--- src/rtl/fetch_ctrl_if.sv ---
// ---------------------------------------------------------------------------
// fetch_ctrl_if
// Signal bundle between the fetch sequencer and its neighbours.
//
// Handshakes:
//   memory  : a byte transfers on a rising edge where mem_rd=1 and
//             mem_ready=1; mem_data is sampled on that edge.
//   decoder : instr_out is consumed on a rising edge where instr_valid=1
//             and instr_ack=1; instr_valid and instr_out hold until then.
//
// Modports:
//   master : the fetch sequencer (drives memory, ir and decoder outputs)
//   slave  : the environment (decoder, memory, ir model / testbench)
// ---------------------------------------------------------------------------
interface fetch_ctrl_if #(
    parameter int ADDR_W = 8
);
    // decoder / branch side
    logic              fetch_req;
    logic              pc_load;
    logic [ADDR_W-1:0] pc_in;
    logic [15:0]       instr_out;
    logic              instr_valid;
    logic              instr_ack;
    logic [ADDR_W-1:0] pc_out;
    // memory side
    logic [ADDR_W-1:0] mem_addr;
    logic              mem_rd;
    logic [7:0]        mem_data;
    logic              mem_ready;
    // instruction register load controls
    logic              ir_enable;
    logic [1:0]        ir_funsel;
    logic              ir_lh;
    logic [7:0]        ir_data;
    // FSM state for observation (0=IDLE 1=RD_LO 2=RD_HI 3=HOLD)
    logic [1:0]        dbg_state;

    modport master (
        input  fetch_req, pc_load, pc_in, instr_ack, mem_data, mem_ready,
        output instr_out, instr_valid, pc_out, mem_addr, mem_rd,
               ir_enable, ir_funsel, ir_lh, ir_data, dbg_state
    );

    modport slave (
        output fetch_req, pc_load, pc_in, instr_ack, mem_data, mem_ready,
        input  instr_out, instr_valid, pc_out, mem_addr, mem_rd,
               ir_enable, ir_funsel, ir_lh, ir_data, dbg_state
    );
endinterface

--- src/rtl/fetch_ctrl.sv ---
// ---------------------------------------------------------------------------
// fetch_ctrl
// Instruction fetch sequencer. Owns the PC, reads the low then the high byte
// of a 16-bit instruction from byte-wide memory, pulses the instruction
// register load controls once per byte and offers the assembled word to the
// decoder until it is acknowledged.
//
// Ports:
//   clock  : rising-edge clock
//   reset  : synchronous, active-high; returns to IDLE with pc=RESET_PC
//   bus    : fetch_ctrl_if.master (memory, ir, decoder and PC signals)
// ---------------------------------------------------------------------------
module fetch_ctrl #(
    parameter int                ADDR_W   = 8,
    parameter logic [ADDR_W-1:0] RESET_PC = '0
) (
    input  logic          clock,
    input  logic          reset,
    fetch_ctrl_if.master  bus
);

    typedef enum logic [1:0] {
        IDLE  = 2'd0,
        RD_LO = 2'd1,
        RD_HI = 2'd2,
        HOLD  = 2'd3
    } state_t;

    state_t            r_state;
    state_t            w_state_nxt;
    logic [ADDR_W-1:0] r_pc;
    logic [ADDR_W-1:0] w_pc_nxt;
    logic [15:0]       r_instr;
    logic [7:0]        r_ir_data;
    logic              r_ir_enable;
    logic              r_ir_lh;
    logic              w_mem_rd;
    logic              w_accept_lo;
    logic              w_accept_hi;

    localparam logic [ADDR_W-1:0] PC_ONE = {{(ADDR_W-1){1'b0}}, 1'b1};

    // The first RD_HI cycle is the low-byte ir pulse cycle. The read is held
    // off for that cycle so the two ir pulses can never be adjacent; this is
    // also what places instr_valid on edge N+3 for a zero-wait memory.
    always_comb begin
        w_mem_rd = 1'b0;
        if (r_state == RD_LO) begin
            w_mem_rd = 1'b1;
        end else if (r_state == RD_HI && !r_ir_enable) begin
            w_mem_rd = 1'b1;
        end
    end

    // Next-state and PC logic. pc_load wins over any byte accepted in the
    // same cycle, so an aborted fetch never increments the PC or pulses ir.
    always_comb begin
        w_state_nxt = r_state;
        w_pc_nxt    = r_pc;
        w_accept_lo = 1'b0;
        w_accept_hi = 1'b0;
        case (r_state)
            IDLE: begin
                if (bus.fetch_req) begin
                    w_state_nxt = RD_LO;
                end
            end
            RD_LO: begin
                if (bus.pc_load) begin
                    w_state_nxt = IDLE;
                end else if (w_mem_rd && bus.mem_ready) begin
                    w_accept_lo = 1'b1;
                    w_pc_nxt    = r_pc + PC_ONE;
                    w_state_nxt = RD_HI;
                end
            end
            RD_HI: begin
                if (bus.pc_load) begin
                    w_state_nxt = IDLE;
                end else if (w_mem_rd && bus.mem_ready) begin
                    w_accept_hi = 1'b1;
                    w_pc_nxt    = r_pc + PC_ONE;
                    w_state_nxt = HOLD;
                end
            end
            HOLD: begin
                if (bus.pc_load) begin
                    w_state_nxt = IDLE;
                end else if (bus.instr_ack) begin
                    w_state_nxt = bus.fetch_req ? RD_LO : IDLE;
                end
            end
            default: begin
                w_state_nxt = IDLE;
            end
        endcase
        if (bus.pc_load) begin
            w_pc_nxt = bus.pc_in;
        end
    end

    always_ff @(posedge clock) begin
        if (reset) begin
            r_state     <= IDLE;
            r_pc        <= RESET_PC;
            r_instr     <= 16'h0000;
            r_ir_data   <= 8'h00;
            r_ir_enable <= 1'b0;
            r_ir_lh     <= 1'b0;
        end else begin
            r_state     <= w_state_nxt;
            r_pc        <= w_pc_nxt;
            r_ir_enable <= w_accept_lo | w_accept_hi;
            if (w_accept_lo) begin
                r_instr[7:0] <= bus.mem_data;
                r_ir_data    <= bus.mem_data;
                r_ir_lh      <= 1'b0;
            end
            if (w_accept_hi) begin
                r_instr[15:8] <= bus.mem_data;
                r_ir_data     <= bus.mem_data;
                r_ir_lh       <= 1'b1;
            end
        end
    end

    assign bus.mem_rd      = w_mem_rd;
    assign bus.mem_addr    = r_pc;
    assign bus.pc_out      = r_pc;
    assign bus.ir_enable   = r_ir_enable;
    // Only ever "load" while enabled; never clear or count the ir.
    assign bus.ir_funsel   = r_ir_enable ? 2'b01 : 2'b00;
    assign bus.ir_lh       = r_ir_lh;
    assign bus.ir_data     = r_ir_data;
    assign bus.instr_out   = r_instr;
    // HOLD is entered on the same edge that raises the high-byte ir pulse.
    assign bus.instr_valid = (r_state == HOLD);
    assign bus.dbg_state   = r_state;

endmodule

--- src/flat_wrapper.sv ---
// flat-port wrapper written by rule: the top's interface ports become plain ports
module fetch_ctrl_flat 
#(
    parameter int                ADDR_W   = 8,
    parameter logic [ADDR_W-1:0] RESET_PC = '0
)
  (clock, reset, bus_fetch_req, bus_pc_load, bus_pc_in, bus_instr_ack, bus_mem_data, bus_mem_ready, bus_instr_out, bus_instr_valid, bus_pc_out, bus_mem_addr, bus_mem_rd, bus_ir_enable, bus_ir_funsel, bus_ir_lh, bus_ir_data, bus_dbg_state);
  fetch_ctrl_if #(.ADDR_W(ADDR_W)) bus_i ();
  input  logic clock;
  input  logic reset;
  input wire logic [$bits(bus_i.fetch_req)-1:0] bus_fetch_req;
  input wire logic [$bits(bus_i.pc_load)-1:0] bus_pc_load;
  input wire logic [$bits(bus_i.pc_in)-1:0] bus_pc_in;
  input wire logic [$bits(bus_i.instr_ack)-1:0] bus_instr_ack;
  input wire logic [$bits(bus_i.mem_data)-1:0] bus_mem_data;
  input wire logic [$bits(bus_i.mem_ready)-1:0] bus_mem_ready;
  output wire logic [$bits(bus_i.instr_out)-1:0] bus_instr_out;
  output wire logic [$bits(bus_i.instr_valid)-1:0] bus_instr_valid;
  output wire logic [$bits(bus_i.pc_out)-1:0] bus_pc_out;
  output wire logic [$bits(bus_i.mem_addr)-1:0] bus_mem_addr;
  output wire logic [$bits(bus_i.mem_rd)-1:0] bus_mem_rd;
  output wire logic [$bits(bus_i.ir_enable)-1:0] bus_ir_enable;
  output wire logic [$bits(bus_i.ir_funsel)-1:0] bus_ir_funsel;
  output wire logic [$bits(bus_i.ir_lh)-1:0] bus_ir_lh;
  output wire logic [$bits(bus_i.ir_data)-1:0] bus_ir_data;
  output wire logic [$bits(bus_i.dbg_state)-1:0] bus_dbg_state;
  assign bus_i.fetch_req = bus_fetch_req;
  assign bus_i.pc_load = bus_pc_load;
  assign bus_i.pc_in = bus_pc_in;
  assign bus_i.instr_ack = bus_instr_ack;
  assign bus_i.mem_data = bus_mem_data;
  assign bus_i.mem_ready = bus_mem_ready;
  assign bus_instr_out = bus_i.instr_out;
  assign bus_instr_valid = bus_i.instr_valid;
  assign bus_pc_out = bus_i.pc_out;
  assign bus_mem_addr = bus_i.mem_addr;
  assign bus_mem_rd = bus_i.mem_rd;
  assign bus_ir_enable = bus_i.ir_enable;
  assign bus_ir_funsel = bus_i.ir_funsel;
  assign bus_ir_lh = bus_i.ir_lh;
  assign bus_ir_data = bus_i.ir_data;
  assign bus_dbg_state = bus_i.dbg_state;
  fetch_ctrl #(.ADDR_W(ADDR_W), .RESET_PC(RESET_PC)) u_core (.clock(clock), .reset(reset), .bus(bus_i));
endmodule
--- config.mk ---
export PLATFORM = sky130hd
export DESIGN_NAME = fetch_ctrl_flat
export DESIGN_NICKNAME = d
export VERILOG_FILES = /design/src/rtl/fetch_ctrl_if.sv /design/src/rtl/fetch_ctrl.sv /design/src/flat_wrapper.sv
export SDC_FILE = /design/constraint.sdc
export NUM_CORES = 1
export LEC_CHECK = 0
export BUFFER_PORTS_ARGS = -buffer_cell sky130_fd_sc_hd__buf_2
export CORE_MARGIN = 2
export CORE_UTILIZATION = 50
export CTS_CLUSTER_DIAMETER = 60
export DETAILED_ROUTE_END_ITERATION = 6
export MAX_ROUTING_LAYER = met4
export PLACE_DENSITY = 0.83
export SLEW_MARGIN = 20
export SYNTH_ARGS = -nofsm -noshare
export SYNTH_HDL_FRONTEND = slang
export SYNTH_SLANG_ARGS = --single-unit
--- constraint.sdc ---
create_clock -name clock -period 5.1 [get_ports clock]
set_clock_uncertainty 0.15 [all_clocks]
set_input_delay 1.02 -clock clock [delete_from_list [all_inputs] [get_ports clock]]
set_output_delay 1.02 -clock clock [all_outputs]
set_load 0.02 [all_outputs]
==> results of run 1 <==
==> synthesized netlist by cell type (2+ instances only) <==
cell | count | area share (%)
sky130_fd_sc_hd__a211oi_1 | 9 | 4.1
sky130_fd_sc_hd__a21oi_1 | 14 | 4.3
sky130_fd_sc_hd__and3_1 | 2 | 0.76
sky130_fd_sc_hd__buf_2 | 3 | 0.91
sky130_fd_sc_hd__buf_4 | 11 | 5.0
sky130_fd_sc_hd__clkbuf_1 | 4 | 0.91
sky130_fd_sc_hd__dfxtp_1 | 36 | 44
sky130_fd_sc_hd__ha_1 | 6 | 4.6
sky130_fd_sc_hd__inv_1 | 7 | 1.6
sky130_fd_sc_hd__mux2i_1 | 17 | 10
sky130_fd_sc_hd__nand2_1 | 13 | 3.0
sky130_fd_sc_hd__nand2b_1 | 2 | 0.76
sky130_fd_sc_hd__nand3_1 | 10 | 3.0
sky130_fd_sc_hd__nand4_1 | 2 | 0.76
sky130_fd_sc_hd__nor2_1 | 24 | 5.5
sky130_fd_sc_hd__nor2b_1 | 2 | 0.76
sky130_fd_sc_hd__o21ai_0 | 5 | 1.5
sky130_fd_sc_hd__xnor2_1 | 5 | 2.7
sky130_fd_sc_hd__xor2_1 | 2 | 1.1
==> per-layer routing <==
layer | vias up | routed length, um | track usage (%)
met5 | - | 0 | -
met4 | 0 | 34 | 8.07
met3 | 5 | 216 | 6.93
met2 | 50 | 1660 | 34.0
met1 | 662 | 1640 | 25.5
li1 | 734 | - | -
==> cell families after synthesis <==
kind of cell / after synthesis
DFF: 36
xor gates and xnor gates: 7
muxes: 17
other: 1
AOI/OAI and AO/OA: 34
adders and majority gates: 6
and+or+nand+nor: 57
buffers and inverters: 26
==> state kept, by name, summed over array words and instances, names as in the netlist <==
register,flops
u_core.bus.ir_lh,1
u_core.bus.ir_data,8
u_core.bus.mem_addr,8
u_core.bus.dbg_state,2
u_core.bus.instr_out,16
u_core.bus.ir_enable,1
==> layout make-up <==
class / count / area, um2 / share of cell area (%)
flip-flops and latches: 36 / 721 / 36.3
clock buffers: 7 / 55.1 / 2.77
multi-input cells: 122 / 782 / 39.4
clock inverters: 1 / 7.51 / 0.378
well taps: 44 / 55.1 / 2.77
repair buffers: 68 / 340 / 17.1
inverters: 7 / 26.3 / 1.32
==> worst max path at each step <==
stage,from,to,cells past startpoint
floorplan,u_core.bus.dbg_state[0]$_SDFFE_PP0P_,bus_mem_rd,4
global placement,bus_pc_load,u_core.bus.dbg_state[1]$_SDFFE_PP0P_,5
detailed placement,bus_pc_load,u_core.bus.dbg_state[1]$_SDFFE_PP0P_,5
CTS,u_core.bus.dbg_state[1]$_SDFFE_PP0P_,bus_mem_rd,5
global route,u_core.bus.dbg_state[1]$_SDFFE_PP0P_,bus_mem_rd,5
finish,u_core.bus.dbg_state[1]$_SDFFE_PP0P_,bus_mem_rd,5
==> per-stage QoR <==
step / utilization [%] / total power, uW / area, um2
after floorplan: - / 376 / 1640
after CTS: 64.4 / 563 / 1980
final: 64.6 / 557 / 1990
after detailed placement: 62.4 / 403 / 1920
after global routing: 64.6 / 590 / 1990
after global placement: 62.4 / 401 / 1920
==> power breakdown <==
| group | internal (uW) | switching, uW |
|---|---|---|
| registers | 292 | 9.85 |
| logic | 33.8 | 61.3 |
| clock network | 67.5 | 93.0 |
==> tightest hold or removal path, stage by stage, from the launching register on <==
cell and delay (ns):
sky130_fd_sc_hd__dfxtp_1 0.32, sky130_fd_sc_hd__nand2_1 0.05, sky130_fd_sc_hd__a21oi_1 0.05
==> flow_summary.json, run 1 <==
{
  "cts_buffer_depth": 2,
  "layout.filler_cells": 294,
  "die-area_um2": 3760,
  "cts_hold_repair.buffers": 0,
  "synth-compound-area-share_pct": 13.1,
  "vdd_drop_max_mv": 0.210,
  "core_area_um2": 3080,
  "worst_setup_hold_path_clk_slew_ns": 0.11,
  "dr_total_vias": 1451,
  "hold_path.startpoint": "u_core.bus.instr_out[6]$_SDFFE_PP0P_",
  "die_w_um": 61.3,
  "synth_area_per_cell_um2": 8.92,
  "pin_slew_with_the_least_headroom_to_its_limit_ns": 0.753,
  "detail_route.drc_violations": 0,
  "cts_tree": "built",
  "vias_in_the_first_global_route": 1294,
  "worst_setup_path_start_kind": "flip-flop",
  "num-nets-final": 268,
  "grt_max_degree": 34,
  "antenna_found_initial": 0,
  "synth-async-reset-ratio_pct": 0,
  "mappedNetlistNets": 212,
  "post_synth_instance_area_um2": 1640,
  "dp_hpwl_um": 2630,
  "detail-route-antenna-nets": 0,
  "cp.arrival_ns": 1.79,
  "rsz0062_at_grt": "false",
  "wl_per_cell_um": 12.4,
  "worst_ep_required_time_ns": 3.93,
  "route.detailed.vias_per_inst": 5.09,
  "synth_cell_type_count": 29,
  "path_class": "flip-flop to output port",
  "weighted_congestion_reported_at_the_end_of_routability_driven_placement": 0.873,
  "worstHoldPathType": "flip-flop to flip-flop",
  "post_cts.repair.setup_buffers": 0,
  "min_to": "u_core.bus.instr_out[6]$_SDFFE_PP0P_",
  "syn_inst": 184,
  "critPathMaxStageDelay_ns": 0.49,
  "setup_tns_ns": 0,
  "number_of_cells_on_the_worst_hold_path": 2,
  "finalSetupViolCount": 0,
  "total_congestion_overflow_after_global_routing": 0,
  "grt_first_pass_wirelength_um": 5700,
  "reg2reg_slack_ns": 2.84,
  "power.density_nw_per_um2": 280,
  "timing.fmax_mhz": 338,
  "timing.slew.headroom_pct": 49.7,
  "critical-path-top-delay-family": "buffers and inverters",
  "antennaDiodeCount": 0,
  "reg2reg_from": "u_core.bus.dbg_state[1]$_SDFFE_PP0P_",
  "ios": 70,
  "slowest_stage": "sky130_fd_sc_hd__ha_1",
  "layout_setup_ws_ns": 2.14,
  "timing.critical_path.to_type": "output port",
  "synth.ff_latch_count": 36,
  "final_common_cell": "sky130_fd_sc_hd__buf_2",
  "post_synth_mux_area_share_pct": 10.4,
  "grt_usage_pct": 21.5,
  "number_of_synthesized_flops_with_an_enable_pin": 0,
  "crit_top_cell": "sky130_fd_sc_hd__inv_1",
  "seq_area_frac_synth_pct": 43.9,
  "clock_insertion_delay_worst_skew_ns": 0.34,
  "post-route-period-util_pct": 58.0,
  "path_cells": "inv_1, ha_1, inv_1, nand2_1, buf_2",
  "synth_ff_type": "sky130_fd_sc_hd__dfxtp_1",
  "max_cap_viol_count": 0,
  "clk_sink_count": 36,
  "highest_count_cells_in_the_layout_ignoring_fill_and_taps": "68 x sky130_fd_sc_hd__buf_2, 36 x sky130_fd_sc_hd__dfxtp_1, 24 x sky130_fd_sc_hd__nor2_1",
  "postRouteWirelength_um": 3550,
  "tritoncts.num_buffers": 5,
  "finalMaxSlewViolations": 0,
  "synth_warnings": 0,
  "cts_root_buf": "sky130_fd_sc_hd__clkbuf_4",
  "worstReg2RegEnd": "u_core.bus.instr_out[9]$_SDFFE_PP0P_",
  "start_util_pct": 53.3,
  "area_growth_pct": 21.0,
  "detailedRoute.firstIterationViolations": 72,
  "status": "completed",
  "floorplan.die.height_um": 61.3,
  "final-instance-count-excl-fill": 285,
  "place.detailed.instances": 277,
  "largest_family_of_logic_cells_by_synthesized_area": "simple AND/OR/NAND/NOR gates",
  "count_of_buffers_from_port_buffering": 68,
  "worst_hold_slack_ns": 0.308,
  "yosys.area_share.adder_pct": 4.57,
  "drive_gt1_share_pct": 32.0,
  "crit_path_max_fanout": 15,
  "rr_worst_depth": 6,
  "leakage_uw": 0.000951,
  "cp_num_buf_inv": 3,
  "fin_crit_ns": 2.96,
  "hold_viol_final": 0,
  "synth_simple_gate_area_share_pct": 15.4,
  "htree_num_levels": 2,
  "synth_xor_area_share_pct": 3.73,
  "postCtsResizedCells": 0,
  "preCtsSetupSlack_ns": 1.96,
  "core.rowCount": 20,
  "firstDrtPassIters": 4
}
(Power assumes the default switching activity.)
==> run 2: changes to the inputs <==
ABC_AREA = 1   (was unset)
CORE_UTILIZATION = 43   (was 50)
PLACE_DENSITY = 0.75   (was 0.83)
clock period = 2.6 ns   (was 5.1 ns; I/O delays follow)
==> flow_summary.json, run 2 <==
{
  "dr_total_vias": 1771,
  "ff_latch_area_um2": 721,
  "number_of_synthesized_flops_with_an_enable_pin": 0,
  "clk_sink_count": 36,
  "post-route-period-util_pct": 91.3,
  "largest_register_ff_count": 16,
  "count_of_buffers_from_port_buffering": 68,
  "syn_inst": 248,
  "grt_max_degree": 25,
  "worstReg2RegEnd": "u_core.bus.instr_out[8]$_SDFFE_PP0P_",
  "grt_first_pass_wirelength_um": 6780,
  "firstDrtPassIters": 4,
  "worst_setup_hold_path_clk_slew_ns": 0.07,
  "postRouteWirelength_um": 4220,
  "worst_setup_path_start_kind": "flip-flop",
  "detailedRoute.firstIterationViolations": 74,
  "status": "completed",
  "setup_tns_ns": 0,
  "leakage_uw": 0.00106,
  "synth.ff_latch_count": 36,
  "antenna_found_initial": 0,
  "crit_path_end": "bus_mem_rd",
  "worst_ep_required_time_ns": 1.93,
  "reg2reg_from": "u_core.bus.dbg_state[0]$_SDFFE_PP0P_",
  "fin_crit_ns": 2.37,
  "detail-route-antenna-nets": 0,
  "worstHoldPathType": "flip-flop to flip-flop",
  "vdd_drop_max_mv": 0.467,
  "core.rowCount": 23,
  "crit_start": "u_core.bus.dbg_state[0]$_SDFFE_PP0P_",
  "multi_input_area_um2": 832,
  "antennaDiodeCount": 0,
  "rsz0062_at_grt": "false",
  "weighted_congestion_reported_at_the_end_of_routability_driven_placement": 0.866,
  "critPathMaxStageDelay_ns": 0.44,
  "cell_types_occupying_the_most_area_after_synthesis": "sky130_fd_sc_hd__dfxtp_1 41%, sky130_fd_sc_hd__nand2_1 13%, sky130_fd_sc_hd__nor2_1 7.7%, sky130_fd_sc_hd__nand3_1 6.0%, sky130_fd_sc_hd__a21oi_1 5.7%",
  "synth-async-reset-ratio_pct": 0,
  "floorplan.die.height_um": 67.7,
  "cts_root_buf": "sky130_fd_sc_hd__clkbuf_8",
  "route.detailed.vias_per_inst": 4.97,
  "postCtsResizedCells": 0,
  "cp_num_buf_inv": 3,
  "finalSetupViolCount": 0,
  "mappedNetlistNets": 276,
  "finalMaxSlewViolations": 0,
  "synth_area_per_cell_um2": 7.03,
  "cell_taking_the_most_area_after_synthesis": "sky130_fd_sc_hd__dfxtp_1",
  "htree_num_levels": 2,
  "path_depth": 5,
  "critical-path-top-delay-family": "adder cells",
  "highest_count_cells_in_the_layout_ignoring_fill_and_taps": "68 x sky130_fd_sc_hd__buf_2, 62 x sky130_fd_sc_hd__nand2_1, 36 x sky130_fd_sc_hd__nor2_1, 36 x sky130_fd_sc_hd__dfxtp_1, 21 x sky130_fd_sc_hd__nand3_1",
  "vias_in_the_first_global_route": 1548,
  "layout.cell_area.non_filler_um2": 2120,
  "post_synth_instance_area_um2": 1740,
  "detail_route.drc_violations": 0,
  "dpl_cell_area_um2": 2040,
  "synth_ff_type": "sky130_fd_sc_hd__dfxtp_1",
  "area_growth_pct": 21.6,
  "crit_path_max_fanout": 11,
  "cts_tree": "built",
  "reg2reg_slack_ns": 0.24,
  "post-synth-top-count-cell": "sky130_fd_sc_hd__nand2_1",
  "rr_worst_depth": 9,
  "timing.critical_path.to_type": "output port",
  "total_congestion_overflow_after_global_routing": 0,
  "seq_area_frac_synth_pct": 41.3,
  "synthTopCellsByCount": "62 x sky130_fd_sc_hd__nand2_1, 36 x sky130_fd_sc_hd__dfxtp_1, 36 x sky130_fd_sc_hd__nor2_1",
  "clock_insertion_delay_worst_skew_ns": 0.28,
  "cp.arrival_ns": 1.70,
  "ios": 70,
  "synth_top_area_share_pct": 41.3,
  "die-area_um2": 4580,
  "num-nets-final": 334,
  "start_util_pct": 44.2,
  "synth_cell_type_count": 26,
  "cts_hold_repair.buffers": 0,
  "slowest_stage": "sky130_fd_sc_hd__ha_1",
  "power.density_nw_per_um2": 762,
  "synth_warnings": 0,
  "max_cap_viol_count": 0,
  "cts_buffer_depth": 2,
  "dp_hpwl_um": 3140,
  "post_cts.repair.setup_buffers": 0,
  "grt_usage_pct": 20.3,
  "timing.fmax_mhz": 421,
  "final_common_cell": "sky130_fd_sc_hd__buf_2",
  "core_area_um2": 3940,
  "path_class": "flip-flop to output port",
  "die_w_um": 67.7,
  "wl_per_cell_um": 11.8,
  "tritoncts.num_buffers": 5,
  "drive_gt1_share_pct": 28.1,
  "layout.filler_cells": 384,
  "hold_viol_final": 0,
  "power_uw": 1620,
  "path_cells": "inv_1, ha_1, inv_2, o21ai_4, buf_2"
}
## run 2: cell types whose count changed after synthesis, sizes merged, moves of 6 or more
| cell | delta |
|---|---|
| a211oi | -8 |
| a21oi | +6 |
| inv | +11 |
| mux2i | -17 |
| nand2 | +50 |
| nand3 | +12 |
| nor2 | +13 |
| o21ai | +11 |
## run 2: through the flow
step,util (%),std cells,hold slack (ns),setup WS [ns]
after floorplan,-,248,0.389,0.784
after global placement,51.8,349,0.299,0.409
after detailed placement,51.8,349,0.301,0.259
after CTS,53.8,356,0.314,0.227
after global routing,53.8,356,0.335,0.0232
final,53.8,356,0.313,0.227
## run 2: worst min path at each step
stage                                                startpoint                                     to  slack [ns]  depth (start not counted)
final                     u_core.bus.instr_out[13]$_SDFFE_PP0P_  u_core.bus.instr_out[13]$_SDFFE_PP0P_        0.31                          2
after global routing      u_core.bus.instr_out[10]$_SDFFE_PP0P_  u_core.bus.instr_out[10]$_SDFFE_PP0P_        0.34                          2
after CTS                  u_core.bus.instr_out[9]$_SDFFE_PP0P_   u_core.bus.instr_out[9]$_SDFFE_PP0P_        0.31                          2
after detailed placement  u_core.bus.instr_out[10]$_SDFFE_PP0P_  u_core.bus.instr_out[10]$_SDFFE_PP0P_        0.30                          2
after global placement     u_core.bus.instr_out[9]$_SDFFE_PP0P_   u_core.bus.instr_out[9]$_SDFFE_PP0P_        0.30                          2
after floorplan           u_core.bus.instr_out[13]$_SDFFE_PP0P_  u_core.bus.instr_out[13]$_SDFFE_PP0P_        0.39                          2
## run 2: worst register-to-register path, delay by kind of cell, from the launching register on
kind / cells / cell delay [ns]
AO/OA/AOI/OAI: 2 / 0.26
AND/OR/NAND/NOR: 3 / 0.54
flip-flops: 1 / 0.35
buffers and inverters: 3 / 0.50
adder cells (fa/ha/maj): 1 / 0.44
## run 2: cells by family after synthesis
logic type / Yosys count / share of synthesized area (%)
AO/OA/AOI/OAI: 42 / 13.4
adder cells (fa/ha/maj): 6 / 4.30
buffers and inverters: 38 / 11.0
flip-flops: 36 / 41.3
other: 1 / 0.215
AND/OR/NAND/NOR: 125 / 29.8
## run 2: layout make-up
type | instances | share of cell area [%]
multi-input combinational | 174 | 39.2
clock inverter | 1 | 0.236
tap | 50 | 2.95
inverter | 19 | 3.42
sequential | 36 | 34.0
timing repair buffer | 70 | 16.8
clock buffer | 6 | 3.42
## run 2: power breakdown
part | switching, uW | internal [uW] | leakage (uW)
registers | 54.7 | 611 | 0.000293
clock network | 182 | 182 | 0.0000410
logic | 397 | 190 | 0.000731
total | 633 | 983 | 0.00106
## run 2: metal layers
| layer | track usage, % | routed length [um] |
|---|---|---|
| met1 | 25.0 | 1880 |
| met2 | 32.1 | 1930 |
| met3 | 5.83 | 359 |
| met4 | 6.38 | 40 |
| met5 | - | 0 |
==> run 3: changes to the inputs <==
PLACE_DENSITY = unset   (was 0.75)
PLACE_DENSITY_LB_ADDON = 0.15   (was unset)
==> flow_summary.json, run 3 (synthesis results as in run 2) <==
{
  "total_congestion_overflow_after_global_routing": 0,
  "final_common_cell": "sky130_fd_sc_hd__buf_2",
  "path_class": "flip-flop to output port",
  "leakage_uw": 0.00107,
  "antenna_found_initial": 0,
  "antennaDiodeCount": 0,
  "weighted_congestion_reported_at_the_end_of_routability_driven_placement": 0.793,
  "cts_hold_repair.buffers": 0,
  "reg2reg_slack_ns": 0.60,
  "grt_first_pass_wirelength_um": 6450,
  "dr_total_vias": 1712,
  "power.density_nw_per_um2": 768,
  "cts_buffer_depth": 2,
  "post_cts.repair.setup_buffers": 0,
  "start_util_pct": 44.2,
  "cts_tree": "built",
  "cts_root_buf": "sky130_fd_sc_hd__clkbuf_8",
  "worst_setup_path_start_kind": "flip-flop",
  "postRouteWirelength_um": 4020,
  "vias_in_the_first_global_route": 1493,
  "finalSetupViolCount": 0,
  "core.rowCount": 23,
  "setup_tns_ns": 0,
  "crit_path_end": "bus_mem_rd",
  "detail_route.drc_violations": 0,
  "layout_setup_ws_ns": 0.567,
  "crit_path_max_fanout": 5,
  "dpl_cell_area_um2": 2040,
  "rsz0062_at_grt": "false",
  "die-area_um2": 4580,
  "postCtsResizedCells": 0,
  "wl_per_cell_um": 11.3,
  "num-nets-final": 334,
  "die_w_um": 67.7,
  "timing.fmax_mhz": 492,
  "floorplan.die.height_um": 67.7,
  "firstDrtPassIters": 4,
  "dp_hpwl_um": 3090,
  "post-route-period-util_pct": 78.2,
  "crit_start": "u_core.bus.dbg_state[0]$_SDFFE_PP0P_",
  "core_area_um2": 3940,
  "area_growth_pct": 22.2,
  "fin_util_pct": 54.0,
  "worstReg2RegEnd": "u_core.bus.instr_out[12]$_SDFFE_PP0P_",
  "power_uw": 1640,
  "drive_gt1_share_pct": 28.7,
  "detail-route-antenna-nets": 0,
  "preCtsSetupSlack_ns": 0.414,
  "status": "completed",
  "hold_viol_final": 0,
  "grt_usage_pct": 19.4,
  "rr_worst_depth": 9,
  "worst_setup_hold_path_clk_slew_ns": 0.08,
  "detailedRoute.firstIterationViolations": 87,
  "max_cap_viol_count": 0,
  "largest_register_ff_count": 16,
  "tritoncts.num_buffers": 5,
  "cp.arrival_ns": 1.36,
  "worst_ep_required_time_ns": 1.93,
  "highest_count_cells_in_the_layout_ignoring_fill_and_taps": "68 x sky130_fd_sc_hd__buf_2, 62 x sky130_fd_sc_hd__nand2_1, 36 x sky130_fd_sc_hd__nor2_1, 36 x sky130_fd_sc_hd__dfxtp_1, 21 x sky130_fd_sc_hd__nand3_1",
  "ios": 70,
  "clock_insertion_delay_worst_skew_ns": 0.29,
  "route.detailed.vias_per_inst": 4.80,
  "reg2reg_from": "u_core.bus.dbg_state[0]$_SDFFE_PP0P_",
  "layout.cell_area.non_filler_um2": 2130,
  "htree_num_levels": 2,
  "fin_crit_ns": 2.03,
  "vdd_drop_max_mv": 0.385,
  "worstHoldPathType": "flip-flop to flip-flop",
  "count_of_buffers_from_port_buffering": 68,
  "timing.critical_path.to_type": "output port",
  "clk_sink_count": 36,
  "finalMaxSlewViolations": 0,
  "layout.filler_cells": 402,
  "grt_max_degree": 25
}
-- run 3: cell count changes in the layout (fill, tap and decap cells not counted) --
cell and change:
sky130_fd_sc_hd__clkbuf_1 -1, sky130_fd_sc_hd__clkinv_2 +1, sky130_fd_sc_hd__clkinv_4 +1
-- run 3: worst max-delay path: stages (launching register included) --
cell and delay, ns:
sky130_fd_sc_hd__dfxtp_1 0.35, sky130_fd_sc_hd__inv_1 0.11, sky130_fd_sc_hd__ha_1 0.19, sky130_fd_sc_hd__inv_2 0.06, sky130_fd_sc_hd__o21ai_4 0.17, sky130_fd_sc_hd__buf_2 0.20
-- run 3: how the worst min path moves through the flow --
stage | slack [ns] | cells past startpoint | start | end
2_1_floorplan | 0.39 | 2 | u_core.bus.instr_out[13]$_SDFFE_PP0P_ | u_core.bus.instr_out[13]$_SDFFE_PP0P_
5_1_grt | 0.33 | 2 | u_core.bus.instr_out[10]$_SDFFE_PP0P_ | u_core.bus.instr_out[10]$_SDFFE_PP0P_
3_5_place_dp | 0.30 | 2 | u_core.bus.ir_data[0]$_SDFFE_PP0P_ | u_core.bus.ir_data[0]$_SDFFE_PP0P_
4_1_cts | 0.32 | 2 | u_core.bus.ir_data[0]$_SDFFE_PP0P_ | u_core.bus.ir_data[0]$_SDFFE_PP0P_
3_3_place_gp | 0.30 | 2 | u_core.bus.ir_data[4]$_SDFFE_PP0P_ | u_core.bus.ir_data[4]$_SDFFE_PP0P_
6_report | 0.31 | 2 | u_core.bus.ir_data[0]$_SDFFE_PP0P_ | u_core.bus.ir_data[0]$_SDFFE_PP0P_
-- run 3: final cells by class --
class	count	area (um2)	area share, %
flip-flops and latches	36	721	33.8
clock buffers	5	68.8	3.23
well taps	50	62.6	2.94
repair buffers	70	355	16.7
multi-input cells	174	832	39.0
clock inverters	3	18.8	0.881
inverters	19	72.6	3.41
-- run 3: report_power, final --
part	internal [uW]	switching, uW	leakage (uW)	total (uW)
Clock	186	201	0.0000479	387
Combinational	194	391	0.000732	585
Sequential	610	53.5	0.000293	664
-- run 3: metrics by stage --
| step | hold slack (ns) | cells |
|---|---|---|
| 6_report | 0.314 | 357 |
| 2_1_floorplan | 0.389 | 248 |
| 3_5_place_dp | 0.305 | 349 |
| 3_3_place_gp | 0.300 | 349 |
| 4_1_cts | 0.318 | 357 |
| 5_1_grt | 0.332 | 357 |
-- run 3: routing by layer --
metal / part of all wire, % / wire length [um] / global-route usage (%)
met4: 0.97 / 39 / 6.89
met2: 47 / 1870 / 30.3
met1: 45 / 1810 / 23.2
met3: 7.4 / 296 / 6.83
met5: 0 / 0 / -
